## config.mk

```make
export PLATFORM = sky130hd
export DESIGN_NAME = uart_tx_periph
export DESIGN_NICKNAME = d
export VERILOG_FILES = /design/src/rtl/uart_tx_periph.sv
export SDC_FILE = /design/constraint.sdc
export NUM_CORES = 1
export LEC_CHECK = 0
export BUFFER_PORTS_ARGS = -buffer_cell sky130_fd_sc_hd__buf_2
export CORE_MARGIN = 8
export CORE_UTILIZATION = 40
export CTS_CLUSTER_DIAMETER = 100
export CTS_CLUSTER_SIZE = 30
export DETAILED_ROUTE_END_ITERATION = 10
export PLACE_DENSITY = 0.7
export SETUP_SLACK_MARGIN = 0.5
export SKIP_LAST_GASP = 1
export SLEW_MARGIN = 5
export SYNTH_ARGS = -nofsm -noshare
export SYNTH_HDL_FRONTEND = slang
export SYNTH_SLANG_ARGS = --single-unit
```

## constraint.sdc

```tcl
create_clock -name CLK -period 6.3 [get_ports CLK]
set_input_delay 0.63 -clock CLK [delete_from_list [all_inputs] [get_ports CLK]]
set_output_delay 0.63 -clock CLK [all_outputs]
set_load 0.1 [all_outputs]
```

## src/rtl/uart_tx_periph.sv

```systemverilog
// Memory-mapped 8N1 UART transmitter.
// The CPU writes a byte into a one-deep holding register at offset 0x00.
// STATUS at offset 0x04 reports busy, holding-full and a sticky overrun flag.
// The overrun flag is cleared by writing 1 to bit 2 of STATUS.
module uart_tx_periph #(
  parameter int CLKS_PER_BIT = 434,
  parameter int ADDR_W       = 8
) (
  input  logic              CLK,
  input  logic              CLR,
  input  logic              Sel,
  input  logic              MemWrite,
  input  logic [ADDR_W-1:0] Addr,
  input  logic [31:0]       WD,
  output logic [31:0]       RD,
  output logic              TX,
  output logic              Busy,
  output logic              Irq_empty
);

  localparam int                BAUD_W     = $clog2(CLKS_PER_BIT);
  localparam logic [BAUD_W-1:0] BAUD_TC    = BAUD_W'(CLKS_PER_BIT - 1);
  localparam logic [ADDR_W-3:0] IDX_DATA   = '0;
  localparam logic [ADDR_W-3:0] IDX_STATUS = (ADDR_W-2)'(1);

  typedef enum logic [1:0] {
    IDLE  = 2'd0,
    START = 2'd1,
    DATA  = 2'd2,
    STOP  = 2'd3
  } state_t;

  state_t            state_q, state_d;
  logic [BAUD_W-1:0] baud_q, baud_d;
  logic [2:0]        bit_q, bit_d;
  logic              tx_q, tx_d;
  logic              hold_full_q, hold_full_d;
  logic              ovr_q, ovr_d;
  logic [7:0]        holding_q;
  logic [7:0]        shift_q;

  logic [ADDR_W-3:0] addr_idx;
  logic              sel_data, sel_status;
  logic              wr_data, wr_status;
  logic              baud_tc;
  logic              xfer;
  logic              load_hold;
  logic              unused_bits;

  // Word-aligned decode; the byte lane bits and upper write data are don't-care.
  assign addr_idx    = Addr[ADDR_W-1:2];
  assign sel_data    = (addr_idx == IDX_DATA);
  assign sel_status  = (addr_idx == IDX_STATUS);
  assign wr_data     = Sel & MemWrite & sel_data;
  assign wr_status   = Sel & MemWrite & sel_status;
  assign baud_tc     = (baud_q == BAUD_TC);
  assign unused_bits = ^{WD[31:8], Addr[1:0]};

  // Transmit FSM next state, baud/bit counters and next TX level.
  always_comb begin
    state_d = state_q;
    baud_d  = baud_q + BAUD_W'(1);
    bit_d   = bit_q;
    tx_d    = tx_q;
    xfer    = 1'b0;
    case (state_q)
      IDLE: begin
        baud_d = '0;
        bit_d  = '0;
        tx_d   = 1'b1;
        if (hold_full_q) begin
          xfer    = 1'b1;
          state_d = START;
          tx_d    = 1'b0;
        end
      end
      START: begin
        if (baud_tc) begin
          baud_d  = '0;
          bit_d   = '0;
          state_d = DATA;
          tx_d    = shift_q[0];
        end
      end
      DATA: begin
        if (baud_tc) begin
          baud_d = '0;
          if (bit_q == 3'd7) begin
            state_d = STOP;
            tx_d    = 1'b1;
          end else begin
            bit_d = bit_q + 3'd1;
            tx_d  = shift_q[bit_q + 3'd1];
          end
        end
      end
      STOP: begin
        if (baud_tc) begin
          baud_d = '0;
          // Back-to-back frames: a pending byte skips IDLE entirely.
          if (hold_full_q) begin
            xfer    = 1'b1;
            state_d = START;
            tx_d    = 1'b0;
          end else begin
            state_d = IDLE;
          end
        end
      end
      default: begin
        state_d = IDLE;
        baud_d  = '0;
        bit_d   = '0;
        tx_d    = 1'b1;
      end
    endcase
  end

  // Holding-register occupancy and sticky overrun; a set on the same edge beats W1C.
  always_comb begin
    hold_full_d = hold_full_q;
    ovr_d       = ovr_q;
    load_hold   = 1'b0;
    if (wr_status && WD[2]) begin
      ovr_d = 1'b0;
    end
    if (wr_data) begin
      if (!hold_full_q || xfer) begin
        load_hold   = 1'b1;
        hold_full_d = 1'b1;
      end else begin
        ovr_d = 1'b1;
      end
    end else if (xfer) begin
      hold_full_d = 1'b0;
    end
  end

  // Control state register with synchronous active-low reset.
  always_ff @(posedge CLK) begin
    if (!CLR) begin
      state_q     <= IDLE;
      baud_q      <= '0;
      bit_q       <= '0;
      tx_q        <= 1'b1;
      hold_full_q <= 1'b0;
      ovr_q       <= 1'b0;
    end else begin
      state_q     <= state_d;
      baud_q      <= baud_d;
      bit_q       <= bit_d;
      tx_q        <= tx_d;
      hold_full_q <= hold_full_d;
      ovr_q       <= ovr_d;
    end
  end

  // Byte storage; validity is tracked by hold_full, so no reset is needed here.
  always_ff @(posedge CLK) begin
    if (load_hold) begin
      holding_q <= WD[7:0];
    end
    if (xfer) begin
      shift_q <= holding_q;
    end
  end

  // Combinational read mux; DATA and unmapped offsets read as zero.
  always_comb begin
    RD = 32'd0;
    if (Sel && sel_status) begin
      RD = {29'd0, ovr_q, hold_full_q, (state_q != IDLE)};
    end
  end

  assign TX        = tx_q;
  assign Busy      = (state_q != IDLE);
  assign Irq_empty = ~hold_full_q;

endmodule

```

After elaboration in Yosys (flattened, before gate mapping)
Cells that the tools add are included.
{"block": "op_classes", "add_sub_neg": 2, "multipliers": 0, "n_div": 0, "n_lt_le_gt_ge": 1, "n_eq_ne": 14, "n_shift": 0, "mux": 34, "bitwise_logic": 4, "reduce_logical": 14}
{"op": "$mux 1", "count": 18}
{"op": "$pmux 9 s2", "count": 1}
{"op": "$ne 2x2->1 const B", "count": 7}
{"op": "$mux 3", "count": 4}
{"op": "$mux 2", "count": 5}
{"op": "$add 9x1->9 const B", "count": 1}
{"op": "$eq 9x9->1 const B", "count": 1}
{"op": "$mux 9", "count": 1}
{"op": "$pmux 3 s3", "count": 1}
{"op": "$pmux 2 s4", "count": 1}
{"op": "$reduce_and 4->1", "count": 2}
{"op": "$eq 6x1->1 const B", "count": 1}
{"op": "$logic_not 6->1", "count": 1}
{"op": "$reduce_and 5->1", "count": 1}
{"op": "$eq 2x2->1 const B", "count": 2}
{"op": "$lt 3x4->1 const B", "count": 1}
{"op": "$pmux 1 s4", "count": 1}
{"op": "$reduce_bool 2->1", "count": 2}
{"op": "$add 3x1->3 const B", "count": 1}
{"op": "$and 1x1->1", "count": 3}
{"op": "$bmux 1 s3", "count": 1}
{"op": "$eq 3x3->1 const B", "count": 1}
{"op": "$reduce_bool 3->1", "count": 1}
{"op": "$reduce_or 3->1", "count": 1}
{"op": "other kinds (9)", "count": 10}
{"block": "totals", "reg_bits": 33, "latchBits": 0, "mem_bits_rw": 0, "romBits": 0, "inputBits": 44, "output_inout_bits": 35, "word_cells": 77, "memories": 0}

Logic depth before layout (Yosys ltp)
{"block": "depth", "ltp_word": 6, "ltp_mapped": 6, "ltp_nobuf": 6}

Worst setup path before layout
No wires, ideal clock.
{"block": "synth_timing", "kind": "in2out", "start": "in Addr[5]", "end": "out RD[0]", "arrival_ns": 2.627, "t_required_ns": 5.670, "slack_ns": 3.043, "cell_stages": 4, "path_buffers": 0, "path_cell_list": "or4_4 -> nor2_1 -> nand3_1 -> nor2_1"}
{"block": "synth_between", "elab_chain_cells": 3}
{"item": "start: declaration", "line_no": "13", "rtl": "input logic [ADDR_W-1:0] Addr,"}
{"item": "$eq 6x1->1", "line_no": "53", "rtl": "assign sel_status = (addr_idx == IDX_STATUS);"}
{"item": "$logic_and 1x1->1", "line_no": "171", "rtl": "if (Sel && sel_status) begin"}
{"item": "$mux 3", "line_no": "171"}
{"item": "end: declaration", "line_no": "15", "rtl": "output logic [31:0] RD,"}
Every way passes these cells.

Worst setup path after layout
Same ends and word-level chain as after synthesis.

==> results.yml <==
run_status:
  status: "complete, no violations"
grt:
  antenna_found_initial: 0
  grt_pass1_vias: 1141
  overflow: 0
  track_usage: 0.09977
  grt_pass1_wl_um: 5168
  grt_start_max_net_pins: 12
flow_run:
  drv_cap: 0
placement:
  place_area_um2: 1832
  gp_congestion: 0.8427
  post-dp-hpwl_um: 2483
  port_buffers: 23
yosys:
  synth.distinct_cells: 40
  syn_area_per_cell_um2: 10.50
  async_flop_share: 0
  ys_ff_latch: 33
  synth_edf_count: 16
  synth-seq-area-share: 0.4652
  syn_inst: 168
  synth_area_leaders: "edfxtp_1 27%, dfxtp_1 19%, buf_4 12%"
  syn_area_um2: 1764
  netlist.area_leader.share: 0.2723
  synth_top_area_cell: "edfxtp_1"
  ys.warnings.count: 0
  synth_ff_type: "dfxtp_1"
cts:
  hold_buffers: 0
  clock_path_buffers: 2
  clk_latency_ps: 290
  cts_tree: "built"
  cts.sinks: 33
  cts_resized: 0
  cts_buffers: 5
  postCtsSetupRepairBufs: 0
  clockRootBuffer: "clkbuf_8"
  ctsHtreeMaxLevel: 2
  clk_pin_slew_worst_paths_ps: 70
power:
  ir_drop_v: 0.0001650
  p_per_area_nw_per_um2: 315.9
  leakage_nw: 0.7670
  power_mw: 0.6126
critical_path:
  reg2regPathDepth: 5
  crit_start: "Addr[5]"
  crit_required_ps: 5670
  cp-endpoint: "RD[0]"
  critPathKind: "in2out"
  timing.rr.start: "baud_q[0]$_SDFF_PP0_"
  endpoint_kind: "primary output"
  r2r_end: "shift_q[6]$_DFFE_PP_"
  start_kind: "input pin"
  critPathMaxFanout: 3
  arrival_ps: 2110
  r2r_slack_ps: 3890
detailed_routing:
  dr.pass1.iters: 4
  wl_um: 3179
  postRouteAntennaNets: 0
  drt-vias-per-instance: 4.880
  drc: 0
  wl_per_cell_um: 12.72
  first_iter_violations: 113
  vias: 1220
timing:
  holdWs_ps: 418.4
  setup_viol: 0
  max_slew_margin: 0.3256
  slew_violations: 0
  final.setup.tns_ps: 0
  fin_crit_ps: 2740
  post-route-period-util: 0.4349
  tightest_slew_ps: 1004
  rsz0062_at_grt: "no"
  hold_violations: 0
  finClkSkew_ps: 8.053
  fmax_ghz: 0.3650
die:
  io_pins: 79
  dieArea_um2: 6791
  row_count: 24
  die_h_um: 82.41
  start_util: 0.4108
  fp.coreArea_um2: 4294
  die_w_um: 82.41
finish:
  stdcell_area_um2: 1939
  final_util: 0.4516
  area_growth_pct: 9.929
  diodes: 0
  layout_common_cells: "29 x conb_1, 23 x buf_2, 17 x dfxtp_1"
  drive_gt1_frac: 0.1768
  final_common_cell: "conb_1"
  final_nets: 250
worst_hold_path:
  worstHoldPathType: "reg2reg"
[Yosys cell counts, drive strengths merged (2+ instances only)]
cell type,instances
mux4,2
nand4,4
nand2b,2
edfxtp,16
nand2,3
nor2,16
inv,10
nand3,8
nor4b,2
o311ai,2
and3,2
or4,2
or2b,2
a221oi,2
a31oi,3
dfxtp,17
o21ai,6
a21oi,6
xor2,6
ha,9
buf,29
[metrics by stage]
| stage | setup slack (ps) | instances |
|---|---|---|
| 2_1_floorplan | 3043 | 196 |
| 3_3_place_gp | 3572 | 242 |
| 3_5_place_dp | 3547 | 242 |
| 4_1_cts | 3547 | 250 |
| 5_1_grt | 3451 | 250 |
| 6_report | 3560 | 250 |
[flip-flops by register name (all words and copies together) (netlist names)]
name	flops
state_q	2
shift_q	8
TX	1
holding_q	8
baud_q	9
hold_full_q	1
bit_q	3
ovr_q	1
[worst min-delay path by stage]
stage                           startpoint  cells past startpoint              endpoint  slack (ps)
floorplan           holding_q[0]$_DFFE_PP_                      0  shift_q[0]$_DFFE_PP_         400
global placement    holding_q[7]$_DFFE_PP_                      0  shift_q[7]$_DFFE_PP_         400
detailed placement  holding_q[0]$_DFFE_PP_                      0  shift_q[0]$_DFFE_PP_         400
CTS                 holding_q[5]$_DFFE_PP_                      0  shift_q[5]$_DFFE_PP_         420
global route        holding_q[5]$_DFFE_PP_                      0  shift_q[5]$_DFFE_PP_         420
finish              holding_q[0]$_DFFE_PP_                      0  shift_q[0]$_DFFE_PP_         420
[logic make-up (layout without fill, tap and decap cells)]
group,Yosys count,after routing,synth area share
muxes,2,2,0.02553
DFF,33,33,0.4652
AOI/OAI and AO/OA,25,25,0.09150
and+or+nand+nor,52,52,0.1723
adders and majority gates,9,9,0.06383
buffers and inverters,39,41,0.1447
other,1,29,0.002126
xor gates and xnor gates,7,7,0.03475
[metal layers]
metal | vias up | part of all wire | track usage
li1 | 606 | - | -
met3 | 5 | 0.091 | 0.04004
met4 | 0 | 0.025 | 0.05789
met2 | 55 | 0.43 | 0.1386
met5 | - | 0 | 0
met1 | 554 | 0.45 | 0.1274
[cell type report]
class / count / area, um2
Clock buffer: 6 / 72.57
Tap cell: 52 / 65.06
Sequential cell: 33 / 820.8
Multi-Input combinational cell: 124 / 793.3
Fill cell: 410 / 2355
Clock inverter: 2 / 35.03
Inverter: 10 / 37.54
Timing Repair Buffer: 23 / 115.1
[power by group]
part	internal [mW]	total, mW	switching (mW)
combinational	0.0370	0.187	0.150
sequential	0.230	0.236	0.00600
clock	0.117	0.190	0.0726
total	0.384	0.613	0.229
[worst max-delay path: stages]
cell,delay [ps]
buf_2,100
or4_4,540
nor2_1,100
nand3_1,140
nor2_1,160
buf_2,450
Note: power is estimated with default switching activity, not from simulation.
